**config.mk**
```make
export PLATFORM = sky130hd
export DESIGN_NAME = pgr_uart_tx_32bit
export DESIGN_NICKNAME = d
export VERILOG_FILES = /design/src/rtl/pgr_uart_pkg.sv /design/src/rtl/pgr_uart_baud_tick_cnt.sv /design/src/rtl/pgr_uart_tx_32bit.sv
export SDC_FILE = /design/constraint.sdc
export NUM_CORES = 1
export LEC_CHECK = 0
export CAP_MARGIN = 20
export CORE_ASPECT_RATIO = 1.1
export CORE_UTILIZATION = 49
export CTS_CLUSTER_DIAMETER = 200
export DETAILED_ROUTE_END_ITERATION = 7
export PLACE_DENSITY_LB_ADDON = 0.25
export RECOVER_POWER = 100
export SYNTH_ARGS = -nofsm -noshare
export SYNTH_HDL_FRONTEND = slang
export SYNTH_SLANG_ARGS = --single-unit
export TNS_END_PERCENT = 1
```
**constraint.sdc**
```tcl
create_clock -name clk -period 2.5 [get_ports clk]
set_input_delay 0.5 -clock clk [delete_from_list [all_inputs] [get_ports clk]]
set_output_delay 0.5 -clock clk [all_outputs]
set_load 0.01 [all_outputs]
```
**src/rtl/pgr_uart_pkg.sv**
```systemverilog
// Shared UART definitions: FSM state encoding, word-length codes, parity constants
// and frame-bit helpers. Intended for both the transmitter and the receiver.
package pgr_uart_pkg;

  typedef enum logic [2:0] {
    ST_IDLE   = 3'd0,
    ST_START  = 3'd1,
    ST_DATA   = 3'd2,
    ST_PARITY = 3'd3,
    ST_STOP   = 3'd4
  } tx_state_e;

  localparam logic [1:0] WL_5 = 2'b00;
  localparam logic [1:0] WL_6 = 2'b01;
  localparam logic [1:0] WL_7 = 2'b10;
  localparam logic [1:0] WL_8 = 2'b11;

  localparam logic PAR_EVEN = 1'b0;
  localparam logic PAR_ODD  = 1'b1;

  // Index of the last data bit: N-1 = word_len + 4.
  function automatic logic [2:0] last_bit_idx(input logic [1:0] wl);
    return 3'(wl) + 3'd4;
  endfunction

  // Serial position idx maps to data bit idx (LSB first) or N-1-idx (MSB first).
  function automatic logic frame_bit(input logic [7:0] d, input logic [2:0] idx,
                                     input logic [1:0] wl, input logic msb_first);
    logic [2:0] pos;
    pos = msb_first ? (last_bit_idx(wl) - idx) : idx;
    return d[pos];
  endfunction

  // Parity covers only the N transmitted bits; XOR of data and parity equals ptype.
  function automatic logic frame_parity(input logic [7:0] d, input logic [1:0] wl,
                                        input logic ptype);
    logic [7:0] mask;
    mask = 8'hFF >> (2'd3 - wl);
    return (^(d & mask)) ^ ptype;
  endfunction

endpackage

```
**src/rtl/pgr_uart_baud_tick_cnt.sv**
```systemverilog
// Per-bit divider: counts clk_en ticks 0..BIT_TICKS-1 and flags the last tick of a bit.
// clr_i holds the count at zero while the transmitter is idle.
module pgr_uart_baud_tick_cnt #(
  parameter int BIT_TICKS = 6
) (
  input  logic clk_i,
  input  logic rst_ni,
  input  logic clr_i,
  input  logic en_i,
  output logic adv_o
);
  localparam logic [3:0] LAST = 4'(BIT_TICKS - 1);

  logic [3:0] cnt_q, cnt_d;

  assign adv_o = en_i && !clr_i && (cnt_q == LAST);

  always_comb begin
    cnt_d = cnt_q;
    if (clr_i)      cnt_d = '0;
    else if (adv_o) cnt_d = '0;
    else if (en_i)  cnt_d = cnt_q + 4'd1;
  end

  always_ff @(posedge clk_i or negedge rst_ni) begin
    if (!rst_ni) cnt_q <= '0;
    else         cnt_q <= cnt_d;
  end

endmodule

```
**src/rtl/pgr_uart_tx_32bit.sv**
```systemverilog
// UART transmitter: pops bytes from an FWFT FIFO and sends start/data/parity/stop frames.
// Optional macro UART_TX_TWO_STOP_EN selects two stop bits instead of one.
module pgr_uart_tx_32bit
  import pgr_uart_pkg::*;
#(
  parameter int BIT_TICKS = 6
) (
  input  logic       clk,
  input  logic       rst_n,
  input  logic       clk_en,
  input  logic [7:0] tx_fifo_rd_data,
  input  logic       tx_fifo_rd_data_valid,
  output logic       tx_fifo_rd_data_req,
  input  logic [1:0] uart_word_len,
  input  logic       uart_parity_en,
  input  logic       uart_parity_type,
  input  logic       uart_mode,
  output logic       tx_busy,
  output logic       txd_out,
  output logic [2:0] dbg_state_o
);

  tx_state_e  state_q, state_d;
  logic [2:0] bit_q, bit_d;
  logic       txd_q, txd_d;
  logic       busy_q, busy_d;
  logic [7:0] data_q;
  logic [1:0] wl_q;
  logic       par_en_q, par_type_q, mode_q;
  logic       load, tick_adv, tick_clr;

  assign tick_clr = (state_q == ST_IDLE);

  pgr_uart_baud_tick_cnt #(.BIT_TICKS(BIT_TICKS)) u_tick (
    .clk_i  (clk),
    .rst_ni (rst_n),
    .clr_i  (tick_clr),
    .en_i   (clk_en),
    .adv_o  (tick_adv)
  );

  // FIFO handshake: the head word is consumed on a clk where req=1; req is only
  // raised in IDLE on a clk_en tick while valid=1, and is held low during reset.
  assign tx_fifo_rd_data_req = load & rst_n;
  assign txd_out             = txd_q;
  assign tx_busy             = busy_q;
  assign dbg_state_o         = state_q;

  always_comb begin
    state_d = state_q;
    bit_d   = bit_q;
    txd_d   = txd_q;
    busy_d  = busy_q;
    load    = 1'b0;
    unique case (state_q)
      ST_IDLE: begin
        if (clk_en && tx_fifo_rd_data_valid) begin
          load    = 1'b1;
          state_d = ST_START;
          bit_d   = '0;
          txd_d   = 1'b0;
          busy_d  = 1'b1;
        end
      end
      ST_START: begin
        if (tick_adv) begin
          state_d = ST_DATA;
          bit_d   = '0;
          txd_d   = frame_bit(data_q, 3'd0, wl_q, mode_q);
        end
      end
      ST_DATA: begin
        if (tick_adv) begin
          if (bit_q == last_bit_idx(wl_q)) begin
            bit_d = '0;
            if (par_en_q) begin
              state_d = ST_PARITY;
              txd_d   = frame_parity(data_q, wl_q, par_type_q);
            end else begin
              state_d = ST_STOP;
              txd_d   = 1'b1;
            end
          end else begin
            bit_d = bit_q + 3'd1;
            txd_d = frame_bit(data_q, bit_q + 3'd1, wl_q, mode_q);
          end
        end
      end
      ST_PARITY: begin
        if (tick_adv) begin
          state_d = ST_STOP;
          txd_d   = 1'b1;
        end
      end
      ST_STOP: begin
        if (tick_adv) begin
`ifdef UART_TX_TWO_STOP_EN
          if (bit_q == 3'd0) begin
            bit_d = 3'd1;
          end else begin
            state_d = ST_IDLE;
            bit_d   = '0;
            busy_d  = 1'b0;
          end
`else
          state_d = ST_IDLE;
          busy_d  = 1'b0;
`endif
        end
      end
      default: begin
        state_d = ST_IDLE;
        bit_d   = '0;
        txd_d   = 1'b1;
        busy_d  = 1'b0;
      end
    endcase
  end

  always_ff @(posedge clk or negedge rst_n) begin
    if (!rst_n) begin
      state_q <= ST_IDLE;
      bit_q   <= '0;
      txd_q   <= 1'b1;
      busy_q  <= 1'b0;
    end else begin
      state_q <= state_d;
      bit_q   <= bit_d;
      txd_q   <= txd_d;
      busy_q  <= busy_d;
    end
  end

  // Frame format is frozen at pop time so config writes only affect later frames.
  always_ff @(posedge clk or negedge rst_n) begin
    if (!rst_n) begin
      data_q     <= '0;
      wl_q       <= WL_8;
      par_en_q   <= 1'b0;
      par_type_q <= PAR_EVEN;
      mode_q     <= 1'b0;
    end else if (load) begin
      data_q     <= tx_fifo_rd_data;
      wl_q       <= uart_word_len;
      par_en_q   <= uart_parity_en;
      par_type_q <= uart_parity_type;
      mode_q     <= uart_mode;
    end
  end

endmodule

```
# Yosys cells after proc, flatten, opt, wreduce, memory -nomap -nowiden
# Index checks and enable logic that the tools add are counted.
# totals
regBits,25
out_inout_bits,6
inputBits,17
# classes
n_eq_ne,12
bitwise,6
n_addsub,5
n_lt_le_gt_ge,2
mux,33
shifts,1
reduce_logical,13
# op_table
op,count
$mux 3,12
$pmux 3 s5,1
$mux 1,12
$mux 4,3
$ne 2x2->1 const B,6
$pmux 3 s4,1
$and 8x8->8,1
$lt 3x4->1 const B,2
$reduce_xor 8->1,1
$shr 8x2->8 const A,1
$bmux 1 s3,2
$eq 3x2->1 const B,2
$reduce_and 6->1,1
$pmux 1 s5,1
$reduce_and 5->1,1
$add 4x1->4 const B,1
$eq 4x3->1 const B,1
$reduce_and 4->1,1
$add 2x3->3 const B,1
$add 3x1->3 const B,1
$eq 3x1->1 const B,1
$eq 3x3->1,1
$eq 3x3->1 const B,1
$logic_and 1x1->1,3
12 further kinds,14

# Depth between registers and ports, before layout
# Gate-level depths: netlist of run 1.
# depth
ltp_word,9
depth_mapped,10

# Modules after synthesis
# A second synthesis of run 1 with hierarchy kept.
# hier_totals
cells_unflattened,144
area_unflattened_um2,1541.5
# by_module_without_submodules
module,area_each_um2,cells_each,seq_area_each_um2,instances
pgr_uart_tx_32bit,1286.2,122,529.3,1
pgr_uart_baud_tick_cnt,255.2,22,100.1,1

# Least setup slack after synthesis of run 1
# Ideal clock, no wire load.
# synth_timing
path_type,register to register
startpoint,register bit_q[0]
endpoint,register txd_q (netlist: txd_out)
setup_time_ps,92
stages_incl_launch_ff,10
path_slack_ps,-36
required_time_ps,2408
n_path_buf,0
t_arrival_ps,2443
cell_sequence,dfrtp_1 -> ha_1 -> inv_1 -> fa_1 -> or4bb_2 -> o41ai_1 -> or4_4 -> o211ai_2 -> o311ai_1 -> a31oi_1
# synth_via
elab_chain_len,8
# synth_rtl
element,line,rtl
"start, declared",pgr_uart_tx_32bit.sv:24,"logic [2:0] bit_q, bit_d;"
"start signal, assigned",pgr_uart_tx_32bit.sv:128,bit_q <= bit_d;
$add 3x1->3,pgr_uart_tx_32bit.sv:85,"txd_d = frame_bit(data_q, bit_q + 3'd1, wl_q, mode_q);"
$sub 3x3->3,pgr_uart_pkg.sv:30,pos = msb_first ? (last_bit_idx(wl) - idx) : idx;
$mux 3,pgr_uart_pkg.sv:30,
$bmux 1 s3,pgr_uart_pkg.sv:31,return d[pos];
$mux 1 (not written as such),pgr_uart_pkg.sv:31,
$mux 1 (*),pgr_uart_tx_32bit.sv:74,if (bit_q == last_bit_idx(wl_q)) begin
$mux 1 (*),pgr_uart_tx_32bit.sv:73,if (tick_adv) begin
$pmux 1 s5 (*),pgr_uart_tx_32bit.sv:55,unique case (state_q)
"end signal, assigned",pgr_uart_tx_32bit.sv:129,txd_q <= txd_d;
"end, declared",pgr_uart_tx_32bit.sv:25,"logic txd_q, txd_d;"
# Mark *: on every way between the ends. The rest lies on a longest branch, timed or not. The select of a mux whose other input is x is not followed.
# A chain may end at the register's enable or synchronous reset.

# Worst setup path in the final report of run 1
# layout_timing
startpoint,register wl_q[0]
endpoint,register txd_q (netlist: txd_out)
# layout_via
elab_chain_len,9
# layout_rtl
element,line,rtl
"start, declared",pgr_uart_tx_32bit.sv:28,logic [1:0] wl_q;
"start signal, assigned",pgr_uart_tx_32bit.sv:144,wl_q <= uart_word_len;
"parallel branches: the longest is 8 deep, another holds $add 2x3->3",n/a,
$pmux 1 s5 (*),pgr_uart_tx_32bit.sv:55,
# Every way passes the cells marked *. The select of a mux whose other input is x is not followed.

==> flow_metrics.tcl, run 1 <==
set metrics [dict create \
    netlist_area_sq_um 1640 \
    period_share_pct 103 \
    arrival_ns 2.82 \
    io_pins 23 \
    ys_seq_elements 25 \
    io_buffers 22 \
    slew_viol_final 0 \
    vias_per_cell 5.74 \
    grt_max_degree 26 \
    max_freq_ghz 0.387 \
    routed_wl_microns 3340 \
    fin_total_pwr_w 0.00211 \
    hp-class "flop to flop" \
    yosysWarnings 0 \
    fin_cells 222 \
    finalWorstSetupSlack_ns -0.0814 \
    antenna_left 0 \
    dieArea_sq_um 3580 \
    drive_above_1_share_pct 27.7 \
    layout_commonest_cell "dfrtp_1" \
    initial_utilization_pct 52.8 \
    clockRootBuffer "clkbuf_4" \
    endpoint_kind "flop" \
    ys_seq_area_share_pct 38.5 \
    cts.path.max_buffers 2 \
    antenna_found_initial 0 \
    mostFrequentLayoutCells "dfrtp_1, clkdlybuf4s50_1, mux2_2" \
    fin_util_pct 63.8 \
    critical_path.max_fanout 5 \
    status "finished, violations left" \
    synth-async-reset-ratio_pct 100 \
    ctsHoldBuffers 0 \
    cts_tree "yes" \
    filler_cell_count 258 \
    grtUsageTotal_pct 21.1 \
    coreArea_sq_um 3100 \
    drt-pass1-iter-count 6 \
    drv_cap 0 \
    post-place-cells 216 \
    cts_made_buffers 3 \
    htree_levels 1 \
    peakVddDrop_v 0.000570 \
    n_antenna_cell 0 \
    violations "design-rule violations, negative setup slack" \
    drc 5 \
    die_height_microns 62.6 \
    power_density_nw_per_um2 1060 \
    seqCellArea_sq_um 629 \
    synthToLayoutAreaGrowth_pct 20.9 \
    grt-ovfl-total 0 \
    cts.clk_slew.worst_paths_ns 0.14 \
    syn_area_per_cell_sq_um 10.6 \
    rsz0062_at_grt "true" \
    syn_inst 154 \
    vias 1275 \
    rows 21 \
    synth.distinct_cells 49 \
    placed_area_sq_um 1940 \
    grt_pass1_vias 1273 \
    gp_congestion 0.803 \
    p_leak_nw 0.814 \
    setup_violations 2 \
    ys_dominant_reg_cell "dfrtp_1" \
    path_class "flop to flop" \
    dp_hpwl_microns 2590 \
    synth-edff-count 0 \
    cts.sinks 25 \
    finClkSkew_ns 0.0101 \
    startpoint_type "flop" \
    tns_ns -0.0833 \
    worst_slew_pin_slew_ns 1.35 \
    synth_nets 176 \
    multi_input_area_sq_um 926 \
    die_width_microns 57.1 \
    hold_viol 0 \
    final_cell_area_sq_um 1980 \
    max_slew_margin_pct 9.94 \
    layout_min_cycle_time_ns 2.58 \
    grt_pass1_wl_microns 5940 \
    crit_required_ns 2.74 \
    drt_iter0_drc 44 \
    wl_per_cell_microns 15.0 \
    fin_nets 211 \
    worst_skew_pair.late_latency_ns 0.32 \
]
layout make-up:
type | count | area share [%]
repair buffers | 37 | 16.4
inverters | 8 | 1.52
well taps | 34 | 2.15
clock buffers | 4 | 1.33
flip-flops and latches | 25 | 31.8
multi-input cells | 114 | 46.8
power breakdown:
group | leakage [nW] | internal, W | switching, W
combinational | 0.492 | 0.000675 | 0.000514
sequential | 0.307 | 0.000567 | 0.000167
clock | 0.0150 | 0.0000624 | 0.000121
total | 0.814 | 0.00130 | 0.000802
registers in the layout (all words and copies together) (netlist names):
name and cells:
u_tick.cnt_q 4, data_q 8, dbg_state_o 3, mode_q 1, bit_q 3, par_en_q 1, txd_out 1, wl_q 2
tx_busy 1, par_type_q 1
metal layers:
layer | part of all wire (%) | vias to the layer above | GRT usage [%]
met5 | 0 | - | 0
met4 | 0.54 | 0 | 3.66
met3 | 2.9 | 4 | 2.48
met2 | 53 | 29 | 37.9
met1 | 44 | 624 | 27.4
li1 | - | 618 | -
cell usage after synthesis (2+ instances only):
library cell,n,area (sq um)
o21ai_0,8,40.0
xnor2_1,10,87.6
nand4_1,2,12.5
buf_6,3,33.8
nand3b_1,3,22.5
inv_1,7,26.3
nor2b_1,2,12.5
dfstp_2,3,78.8
ha_1,4,50.1
and2_1,2,12.5
mux2_2,14,158
nor2_1,11,41.3
clkbuf_8,2,27.5
nand2_1,13,48.8
a21oi_1,7,35.0
and2b_2,2,17.5
mux2i_1,4,40.0
or4bb_2,2,25.0
o41ai_1,3,26.3
mux4_2,2,45.0
dfrtp_1,22,551
worst paths after layout:
path | slack [ns] | depth (start not counted) | from | endpoint
setup / recovery | -0.08 | 10 | wl_q[0] | txd_out
hold / removal | 0.48 | 1 | tx_busy | tx_busy
setup reg to reg | -0.08 | 10 | wl_q[0] | txd_out
hold reg to reg | 0.48 | 1 | tx_busy | tx_busy
max in group asynchronous | 0.70 | 2 | rst_n | data_q[2]
min in group asynchronous | 1.02 | 2 | rst_n | dbg_state_o[1]
critical path, cell delays in order (launching register included):
cell and delay (ns):
dfstp_2 0.56, inv_1 0.05, ha_1 0.19, inv_2 0.06, fa_2 0.46, or4b_2 0.63, o41ai_1 0.09, or4_4 0.19
o211ai_2 0.06, o311ai_1 0.09, a31oi_1 0.12
through the flow:
stage	setup WS (ns)	hold WS [ns]
floorplan	0.0150	0.204
global placement	0.0467	0.460
detailed placement	-0.0920	0.465
CTS	-0.118	0.496
global route	-0.188	0.509
finish	-0.0814	0.484
repair_timing:
| item | in CTS | in global routing |
|---|---|---|
| gates resized for setup | 6 | 0 |
| setup buffers | 1 | 1 |
| pin swaps | 5 | 3 |
| endpoints found under the setup margin | 2 | 2 |
cell families (layout without fill, tap and decap cells):
kind of cell | count (synthesis) | in the layout | synth area share [%]
buf+inv | 15 | 49 | 6.35
xor+xnor | 11 | 11 | 5.89
fa+ha+maj | 5 | 5 | 4.28
flops | 25 | 25 | 38.5
compound gates | 31 | 31 | 13.5
mux | 20 | 20 | 14.8
simple gates | 47 | 47 | 16.7
Power figures use the tool's default switching activity.
==> run 2: changes to the inputs <==
--- a/config.mk
+++ b/config.mk
@@ -7,9 +7,10 @@
 export LEC_CHECK = 0
 export CAP_MARGIN = 20
 export CORE_ASPECT_RATIO = 1.1
-export CORE_UTILIZATION = 49
+export CORE_UTILIZATION = 53
 export CTS_CLUSTER_DIAMETER = 200
 export DETAILED_ROUTE_END_ITERATION = 7
+export DONT_BUFFER_PORTS = 1
 export PLACE_DENSITY_LB_ADDON = 0.25
 export RECOVER_POWER = 100
 export SYNTH_ARGS = -nofsm -noshare
==> run 2 against run 1 <==
The flow finishes with violations (negative setup slack). Non-clock buffer count decreased by 23. Clock power increased by 3%. Die area decreased by 7.3%. Core utilization decreased by 3.3 points. Power decreased by 5.5%. Worst hold slack got worse by 0.22 ns. First-iteration DRC count decreased by 84%. Maximum frequency increased by 2.1%. Critical path depth decreased by 1. Via count decreased by 8.5%. Critical path type unchanged. Critical endpoint unchanged. Largest power group unchanged. Highest routed layer unchanged.
==> flow_metrics.tcl, run 2 (synthesis gave the netlist of run 1 again) <==
set metrics [dict create \
    status "finished, violations left" \
    violations "negative setup slack" \
    largest_register "data_q" \
    p_clk_share_pct 9.5 \
    cts.sinks 25 \
    drt_iter0_drc 7 \
    worst_skew_pair.late_latency_ns 0.33 \
    finalWorstSetupSlack_ns -0.0279 \
    initial_utilization_pct 57.4 \
    worst_slew_pin_slew_ns 1.31 \
    layout_min_cycle_time_ns 2.53 \
    critical_path.max_fanout 4 \
    slew_viol_final 0 \
    period_share_pct 101 \
    coreArea_sq_um 2850 \
    fin_nets 188 \
    layout_commonest_cell "dfrtp_1" \
    drc 0 \
    p_switching_w 0.000766 \
    p_sw_share_pct 38.5 \
    grtUsageTotal_pct 20.5 \
    fin_cells 198 \
    place_ws_ns -0.0414 \
    synthToLayoutAreaGrowth_pct 5.58 \
    p_leak_nw 0.715 \
    routed_wl_microns 3080 \
    crit_path_cell_trace "ha_4 -> inv_1 -> fa_1 -> or4bb_2 -> o41ai_1 -> or4_4 -> o211ai_2 -> o311ai_1 -> a31oi_1" \
    cts.clk_slew.worst_paths_ns 0.14 \
    cts_tree "yes" \
    antenna_found_initial 0 \
    grt-ovfl-total 0 \
    n_antenna_cell 0 \
    filler_cell_count 243 \
    hp-class "input pin to flop" \
    clockRootBuffer "clkbuf_4" \
    power_density_nw_per_um2 1150 \
    vias_per_cell 5.89 \
    antenna_left 0 \
    rsz0062_at_grt "true" \
    drv_cap 0 \
    cp-startpoint "bit_q[0]" \
    setup_violations 1 \
    post-place-cells 191 \
    endpoint "txd_out" \
    max_freq_ghz 0.396 \
    largest_reg_flops 8 \
    path_class "flop to flop" \
    drive_above_1_share_pct 26.1 \
    finClkSkew_ns 0.00611 \
    grt_pass1_wl_microns 4830 \
    io_buffers 0 \
    dp_hpwl_microns 2330 \
    dieArea_sq_um 3310 \
    fin_util_pct 60.6 \
    cts_made_buffers 3 \
    grt_pass1_vias 1156 \
    slowest_stage "fa_1" \
    gp_congestion 0.879 \
    cts.path.max_buffers 2 \
    cpPeakStageDelay_ns 0.56 \
    r2r_setup_slack_ns -0.03 \
    arrival_ns 2.79 \
    crit_required_ns 2.76 \
    wl_per_cell_microns 15.6 \
    fin_total_pwr_w 0.00199 \
    comb_power_share_pct 53.5 \
    hold_viol 0 \
    mostFrequentLayoutCells "dfrtp_1, mux2_2, nand2_1" \
    r2r_end "txd_out" \
    rows 20 \
    die_height_microns 60.3 \
    grt_max_degree 26 \
    endpoint_kind "flop" \
    r2r-start "bit_q[0]" \
    io_pins 23 \
    pwr-share-seq_pct 37.0 \
    htree_levels 1 \
    vias 1166 \
    worstRegToRegCells 9 \
    p_int_w 0.00122 \
    peakVddDrop_v 0.000902 \
    startpoint_type "flop" \
    reg_top3 "data_q (8), u_tick.cnt_q (4)" \
    die_width_microns 55.0 \
    max_slew_margin_pct 12.9 \
    drt-pass1-iter-count 4 \
]
-- run 2: changes by cell type in the layout (fill, tap and decap cells not counted), sizes merged --
cell,previous run,this run
clkdlybuf4s50,20,0
buf,13,9
clkbuf,6,7
clkinvlp,0,1
dlygate4sd3,2,1
-- run 2: power groups by stage --
stage	combinational [W]	clock, W	sequential [W]
2_1_floorplan	0.000912	0	0.000707
3_3_place_gp	0.00101	0	0.000741
3_5_place_dp	0.00105	0	0.000751
4_1_cts	0.00110	0.000198	0.000745
5_1_grt	0.00116	0.000208	0.000763
6_report	0.00106	0.000189	0.000736
-- run 2: metrics by stage --
step	setup TNS (ns)	area, sq um	hold WS, ns
after floorplan	0	1650	0.204
after global placement	0	1700	0.205
after detailed placement	-0.0414	1700	0.205
after CTS	-0.0487	1770	0.255
after global routing	-0.616	1730	0.290
final	-0.0279	1730	0.263
-- run 2: final cells by class --
type	instances	area, sq um	area share (%)
flip-flops and latches	25	629	36.4
clock inverters	1	7.51	0.434
well taps	33	41.3	2.39
multi-input cells	114	905	52.4
inverters	8	30.0	1.74
repair buffers	14	92.6	5.36
clock buffers	3	22.5	1.30
-- run 2: worst max-delay path: cells and delay by family (launching register included) --
kind                       cells  cell delay [ns]
buffers and inverters          1             0.06
adders and majority gates      2             0.84
AOI/OAI and AO/OA              4             0.44
DFF                            1             0.44
and+or+nand+nor                2             0.68
-- run 2: layer usage --
layer,GRT usage [%],part of all wire (%)
met1,24.0,43
met2,37.2,52
met3,2.29,3.0
met4,7.50,1.4
met5,0,0
-- run 2: timing repair --
| action | CTS | global route |
|---|---|---|
| hold buffers | 2 | 0 |
| pin swaps | 4 | 2 |
| buffers inserted | 1 | 0 |
| cloned | 0 | 0 |
| gates resized for setup | 1 | 0 |
| endpoints found under the setup margin | 1 | 1 |
| endpoints found under the hold margin | 25 | 0 |
-- run 2: worst min-delay path by stage --
stage | startpoint | slack (ns) | end | depth (start not counted)
after floorplan | rst_n | 0.20 | bit_q[0] | 0
after global placement | rst_n | 0.20 | u_tick.cnt_q[2] | 0
after detailed placement | rst_n | 0.21 | u_tick.cnt_q[3] | 0
after CTS | uart_word_len[0] | 0.25 | wl_q[0] | 2
after global routing | uart_parity_en | 0.29 | par_en_q | 2
final | uart_word_len[0] | 0.26 | wl_q[0] | 2
